`src/rtl/psk_modulator.sv`:
```
// Phase-shift keyed carrier generator: BPSK or Gray-coded QPSK selected per symbol, valid/ready
// symbol input, registered DAC sample output held at midscale between bursts.
module psk_modulator #(
  parameter int unsigned DATA_WIDTH        = 8,
  parameter int unsigned WAVELENGTH        = 32,
  parameter int unsigned CYCLES_PER_SYMBOL = 1
) (
  input  logic                  clk,
  input  logic                  rst,
  input  logic                  enable,
  input  logic                  mode,
  input  logic [1:0]            sym_data,
  input  logic                  sym_valid,
  output logic                  sym_ready,
  output logic [DATA_WIDTH-1:0] signal,
  output logic                  sample_valid,
  output logic                  symbol_done,
  output logic                  burst_end
);

  localparam int unsigned N       = WAVELENGTH * CYCLES_PER_SYMBOL;
  localparam int unsigned CntW    = $clog2(N);
  localparam int unsigned SumW    = DATA_WIDTH + 1;
  localparam int unsigned TabSize = 2 ** DATA_WIDTH;

  localparam logic [CntW-1:0]       CntLast = CntW'(N - 1);
  localparam logic [DATA_WIDTH-1:0] Mid     = {1'b1, {(DATA_WIDTH - 1){1'b0}}};
  localparam logic [DATA_WIDTH-1:0] LastPh  = DATA_WIDTH'(WAVELENGTH - 1);
  localparam logic [DATA_WIDTH-1:0] OffQ    = DATA_WIDTH'(WAVELENGTH / 4);
  localparam logic [DATA_WIDTH-1:0] Off2Q   = DATA_WIDTH'(WAVELENGTH / 2);
  localparam logic [DATA_WIDTH-1:0] Off3Q   = DATA_WIDTH'(3 * (WAVELENGTH / 4));
  localparam logic [SumW-1:0]       WaveLen = SumW'(WAVELENGTH);

  // Sine table entry: half-wave rational approximation, amplitude Mid-1, centred on Mid.
  function automatic logic [DATA_WIDTH-1:0] sine_sample(input int k);
    longint h, p, a, num, den, v;
    h   = longint'(WAVELENGTH / 2);
    a   = (longint'(1) << (DATA_WIDTH - 1)) - 1;
    p   = (longint'(k) < h) ? longint'(k) : longint'(k) - h;
    num = 16 * p * (h - p) * a;
    den = 5 * h * h - 4 * p * (h - p);
    v   = (num + den / 2) / den;
    return (longint'(k) < h) ? DATA_WIDTH'(a + 1 + v) : DATA_WIDTH'(a + 1 - v);
  endfunction

  logic [DATA_WIDTH-1:0] w_table [TabSize];

  for (genvar k = 0; k < TabSize; k++) begin : g_table
    if (k < WAVELENGTH) begin : g_wave
      assign w_table[k] = sine_sample(k);
    end else begin : g_pad
      assign w_table[k] = Mid;
    end
  end

  typedef enum logic {StIdle, StRun} state_e;

  state_e                r_state;
  logic [CntW-1:0]       r_cnt;
  logic [DATA_WIDTH-1:0] r_ph;
  logic [DATA_WIDTH-1:0] r_off;
  logic [DATA_WIDTH-1:0] w_new_off;
  logic [DATA_WIDTH-1:0] w_idx;
  logic [SumW-1:0]       w_sum;
  logic                  w_last;
  logic                  w_hs;

  assign w_last    = (r_cnt == CntLast);
  assign sym_ready = enable & ((r_state == StIdle) | w_last);
  assign w_hs      = sym_valid & sym_ready;

  // r_ph tracks cnt mod WAVELENGTH, so the wrap needs only one compare-and-subtract.
  assign w_sum = {1'b0, r_ph} + {1'b0, r_off};
  assign w_idx = (w_sum >= WaveLen) ? DATA_WIDTH'(w_sum - WaveLen) : w_sum[DATA_WIDTH-1:0];

  always_comb begin
    w_new_off = '0;
    if (!mode) begin
      w_new_off = sym_data[0] ? Off2Q : '0;
    end else begin
      case (sym_data)
        2'b01:   w_new_off = OffQ;
        2'b11:   w_new_off = Off2Q;
        2'b10:   w_new_off = Off3Q;
        default: w_new_off = '0;
      endcase
    end
  end

  always_ff @(posedge clk or posedge rst) begin
    if (rst) begin
      r_state      <= StIdle;
      r_cnt        <= '0;
      r_ph         <= '0;
      r_off        <= '0;
      signal       <= Mid;
      sample_valid <= 1'b0;
      symbol_done  <= 1'b0;
      burst_end    <= 1'b0;
    end else begin
      case (r_state)
        StIdle: begin
          signal       <= Mid;
          sample_valid <= 1'b0;
          symbol_done  <= 1'b0;
          burst_end    <= 1'b0;
          if (w_hs) begin
            r_off   <= w_new_off;
            r_cnt   <= '0;
            r_ph    <= '0;
            r_state <= StRun;
          end
        end
        StRun: begin
          signal       <= w_table[w_idx];
          sample_valid <= 1'b1;
          if (!w_last) begin
            r_cnt       <= r_cnt + 1'b1;
            r_ph        <= (r_ph == LastPh) ? '0 : r_ph + 1'b1;
            symbol_done <= 1'b0;
            burst_end   <= 1'b0;
          end else begin
            symbol_done <= 1'b1;
            if (w_hs) begin
              r_off     <= w_new_off;
              r_cnt     <= '0;
              r_ph      <= '0;
              burst_end <= 1'b0;
            end else begin
              r_state   <= StIdle;
              burst_end <= 1'b1;
            end
          end
        end
        default: r_state <= StIdle;
      endcase
    end
  end

endmodule

```
`config.mk`:
```
export PLATFORM = sky130hd
export DESIGN_NAME = psk_modulator
export DESIGN_NICKNAME = d
export VERILOG_FILES = /design/src/rtl/psk_modulator.sv
export SDC_FILE = /design/constraint.sdc
export NUM_CORES = 1
export LEC_CHECK = 0
export BUFFER_PORTS_ARGS = -buffer_cell sky130_fd_sc_hd__buf_2
export CORE_MARGIN = 2
export CORE_UTILIZATION = 45
export DETAILED_ROUTE_END_ITERATION = 8
export PLACE_DENSITY = 0.74
export SETUP_SLACK_MARGIN = 0.2
export SYNTH_ARGS = -nofsm -noshare
export SYNTH_HDL_FRONTEND = slang
export SYNTH_SLANG_ARGS = --single-unit
export TNS_END_PERCENT = 20
```
`constraint.sdc`:
```
create_clock -name clk -period 3.9 [get_ports clk]
set_input_delay 1.17 -clock clk [delete_from_list [all_inputs] [get_ports clk]]
set_output_delay 1.17 -clock clk [all_outputs]
set_load 0.01 [all_outputs]
```
Word level (Yosys, flattened, before mapping)
Memories as Yosys holds them, arrays and structs flattened.
Index checks and enable logic that the tools add are counted.
- bits in registers: 33
- latch bits: 0
- memory bits (writable): 0
- memory bits (read-only): 2048
- logic and storage cells: 52
- memories kept: 1
- add/sub/neg operators: 4
- multipliers: 0
- divide/modulo/power cells: 0
- order comparisons: 2
- equality and inequality tests: 6
- shifts and indexed selects: 0
- multiplexer cells: 26
- bitwise operators: 5
- reduce and logical (&&, ||, !) cells: 0
- memories (name ; depth ; width ; rd ports ; clocked after Yosys merged registers in ; wr ports ; line ; text):
    (no name shown) ; 256 ; 8 ; 1 ; 0 ; 0 ; 115 ; signal <= w_table[w_idx];
- operator list (kind ; number):
    8-bit 2-to-1 mux ; 8
    8-bit case mux with 2 select lines ; 3
    5-bit 2-to-1 mux ; 4
    5-bit case mux with 3 select lines ; 1
    5-bit case mux with 2 select lines ; 1
    8-bit by 8-bit adder with 9-bit output ; 1
    9-bit by 6-bit greater-or-equal comparator with 1-bit output, second input constant ; 1
    9-bit greater-or-equal comparator, second input constant ; 1
    8-bit NOT with 9-bit output ; 1
    8-bit by 1-bit adder with 8-bit output, second input constant ; 1
    8-bit by 5-bit equality test with 1-bit output, second input constant ; 1
    1-bit case mux with 2 select lines ; 4
    8-bit by 6-bit subtractor with 8-bit output, second input constant ; 1
    5-bit by 1-bit adder with 5-bit output, second input constant ; 1
    5-bit equality test, second input constant ; 1
    1-bit 2-to-1 mux ; 5
    2-bit equality test, second input constant ; 2
    1-bit AND ; 2
    2-bit by 1-bit equality test with 1-bit output, second input constant ; 1
    2-bit by 1-bit != test with 1-bit output, second input constant ; 1
    1-bit NOT ; 1
    1-bit bitwise OR ; 1

Longest topological paths before layout
- word-level depth: 8
- gate-level depth with buffers: 9
- gate-level depth less buffers: 9

Worst setup path after synthesis
No wires, ideal clock.
- path type: flip-flop to output port
- start: register r_cnt[0]
- end: output sym_ready
- arrival: 1.391 ns
- required time: 2.730 ns
- path slack: 1.339 ns
- cell stages (with the launch flop): 6
- path buffers: 0
- path through: dfrtp_1 ha_1 and3_1 ha_1 nand2b_1 and2_1
- longest elaborated chain between the ends: 3
- ends and longest elaborated chain (item ; line ; text):
    start, declared ; 59 ; logic [CntW-1:0] r_cnt;
    start signal, assigned ; 118 ; r_cnt <= r_cnt + 1'b1;
    5-bit equality test ; 68 ; assign w_last = (r_cnt == CntLast);
    1-bit bitwise OR ; 69 ; assign sym_ready = enable & ((r_state == StIdle) | w_last);
    1-bit AND ; 69 ;
    end, declared ; 14 ; output logic sym_ready,
Every way passes these cells.

Worst setup path in the final report
Same ends and word-level chain as after synthesis.

==> reports/results.ini <==
[grt]
antenna_found_initial = 0
grt_overflow_total = 0
grt_max_degree = 28
grt_pass1_vias = 1309
grtUsageTotal = 0.169
grt_pass1_wl_um = 5660

[synth]
synth_edf_count = 0
yosysSeqAreaShare = 0.394
synth-async-reset-ratio = 1.00
synthCells = 189
yosysWarnings = 0
synth_area_per_cell_um2 = 9.10
synth-seq-cells = 27
synth_top_flop_cell = dfrtp_1
yosys.cell_types.count = 46
syn_nets = 209
synth_top_area_frac = 0.378
yosys-top-cells-area = dfrtp_1, ha_1, nand2_1, o21ai_0, inv_1
yosysTopAreaCell = dfrtp_1
syn_area_um2 = 1720

[min_path]
hold_start = r_cnt[3]
holdCritPathClass = flip-flop to flip-flop
whs_path_depth = 1

[placement]
hpwl_um = 2370
gp_congestion = 0.823
numPortBuffers = 18
placedCellCount = 248

[floorplan]
die_h_um = 65.8
core-area_um2 = 3660
dieArea_um2 = 4330
ios = 19
row_count = 22
die_x_um = 65.8
initial_utilization = 0.470

[critical_path]
cp_max_fo = 8
end_kind = output port
r2r_cells = 9
critical_path_arrival_ns = 1.93
crit_start = r_cnt[0]
cp.required_ns = 2.73
critPathLaunchType = flip-flop
r2r_start = r_ph[3]
worstSetupPathType = flip-flop to output port

[job]
maxCapViolations = 0

[cts]
cts_tree = done
clk_latency_ns = 0.27
holdBufCountCts = 0
post_cts_buffers = 0
cts-buffers-inserted = 3
cts_buffer_depth = 2
clk_pin_slew_ns = 0.08
htree_levels = 1
cts_root_buffer = clkbuf_8
clock_sinks = 27
cts-resized-gates = 0

[detailed_routing]
postRouteWirelength_um = 3160
vias = 1384
routedWlPerCell_um = 12.5
drt_pre_antenna_iters = 4
drt-vias-per-instance = 5.49
drt_iter0_markers = 40
drc = 0
antenna_left = 0

[timing]
max_freq_mhz = 323
period_share = 0.795
rsz0062_at_grt = no
tns_ns = 0
hold_viol_final = 0
tightest_slew_ns = 0.998
final-setup-viol-count = 0
max-slew-margin-rel = 0.334
fin_crit_ns = 3.10
maxSlewViolCount = 0
skew_ns = 0.00438

[pwr]
p_leak_nw = 0.873
powerDensity_nw_per_um2 = 882
irDropWorstVdd_mv = 0.293

[layout]
syn_to_final_growth_pct = 8.81
regArea_um2 = 677
instances_no_fill = 252
antenna_cells = 0
fill_cells = 359
fin_nets = 225
multi_input_area_um2 = 942
drive_gt1_frac = 0.142

[status]
status = finished clean

## worst max-delay path: stages (launching register included)
cell and delay (ns):
dfrtp_1 0.42, ha_1 0.24, and3_1 0.19, ha_1 0.19, nand2b_1 0.25, and2_1 0.24, buf_2 0.14
## synth_stat cells, drive strengths merged, types with 2 or more instances
cell type / count
dfrtp: 26
nand2: 26
inv: 15
o21ai: 14
ha: 12
a21oi: 11
nor2: 11
nor3: 9
nand3: 8
nand2b: 5
clkbuf: 4
xnor2: 4
and2: 3
buf: 3
mux2i: 3
nand4: 3
a311oi: 2
and3: 2
mux4: 2
nand3b: 2
nor2b: 2
xor2: 2
## where the power goes
group / internal [W] / switching (W)
combinational: 0.000436 / 0.000545
sequential: 0.000393 / 0.000120
clock: 0.0000731 / 0.0000821
## area by class of cell
cell class,instances,share of cell area
well taps,48,0.0321
multi-input cells,140,0.504
inverters,15,0.0301
flip-flops and latches,27,0.362
repair buffers,18,0.0482
clock buffers,4,0.0241
## final timing paths
kind                        endpoint  slack (ns)
max in group asynchronous   r_cnt[2]        2.17
min                         r_cnt[3]        0.49
max                        sym_ready        0.80
min reg2reg                 r_cnt[3]        0.49
min in group asynchronous  signal[4]        1.12
max reg2reg                signal[7]        1.34
## cells by family (layout without fill, tap and decap cells)
kind of cell,count (synthesis),after routing,synth area share
flops,27,27,0.394
simple gates,75,75,0.213
buf+inv,22,37,0.0582
compound gates,41,41,0.157
xor+xnor,6,6,0.0349
mux,5,5,0.0437
fa+ha+maj,13,13,0.0990
## metal layers
layer / vias to the layer above / part of all wire / GRT usage
met1: 647 / 0.44 / 0.227
met3: 4 / 0.055 / 0.0204
met4: 0 / 0.015 / 0.0625
met5: - / 0 / 0
met2: 44 / 0.49 / 0.279
li1: 689 / - / -
## state kept, by name (all words and copies together), names as in the netlist
name / flops
r_ph: 8
signal: 8
r_cnt: 5
r_off: 2
burst_end: 1
r_state: 1
sample_valid: 1
symbol_done: 1
## cells in the final DEF, fill, tap and decap left out, types with 2 or more instances in the layout
| cell type | synthesis | final |
|---|---|---|
| dfrtp_1 | 26 | 26 |
| nand2_1 | 25 | 25 |
| buf_2 | 1 | 18 |
| inv_1 | 15 | 15 |
| o21ai_0 | 14 | 14 |
| ha_1 | 12 | 12 |
| a21oi_1 | 11 | 11 |
| nor2_1 | 11 | 11 |
| nor3_1 | 9 | 9 |
| nand3_1 | 8 | 8 |
| nand2b_1 | 5 | 5 |
| nand4_1 | 3 | 3 |
| and2_1 | 3 | 3 |
| mux2i_1 | 3 | 3 |
| xnor2_1 | 3 | 3 |
| clkbuf_8 | 0 | 3 |
| nand3b_1 | 2 | 2 |
| xor2_1 | 2 | 2 |
| a311oi_1 | 2 | 2 |
| mux4_2 | 2 | 2 |
| and3_1 | 2 | 2 |
| nor2b_1 | 2 | 2 |
## through the flow
stage | power [W] | util | worst slack (ns) | instance area, um^2 | hold WS [ns]
finish | 0.00165 | 0.511 | 0.800 | 1870 | 0.495
global placement | 0.00148 | 0.499 | 1.15 | 1830 | 0.477
floorplan | 0.00131 | - | 1.34 | 1720 | 0.349
CTS | 0.00166 | 0.511 | 0.790 | 1870 | 0.502
detailed placement | 0.00150 | 0.499 | 1.10 | 1830 | 0.483
global route | 0.00183 | 0.511 | 0.680 | 1870 | 0.526
Note: power is estimated with default switching activity, not from simulation.
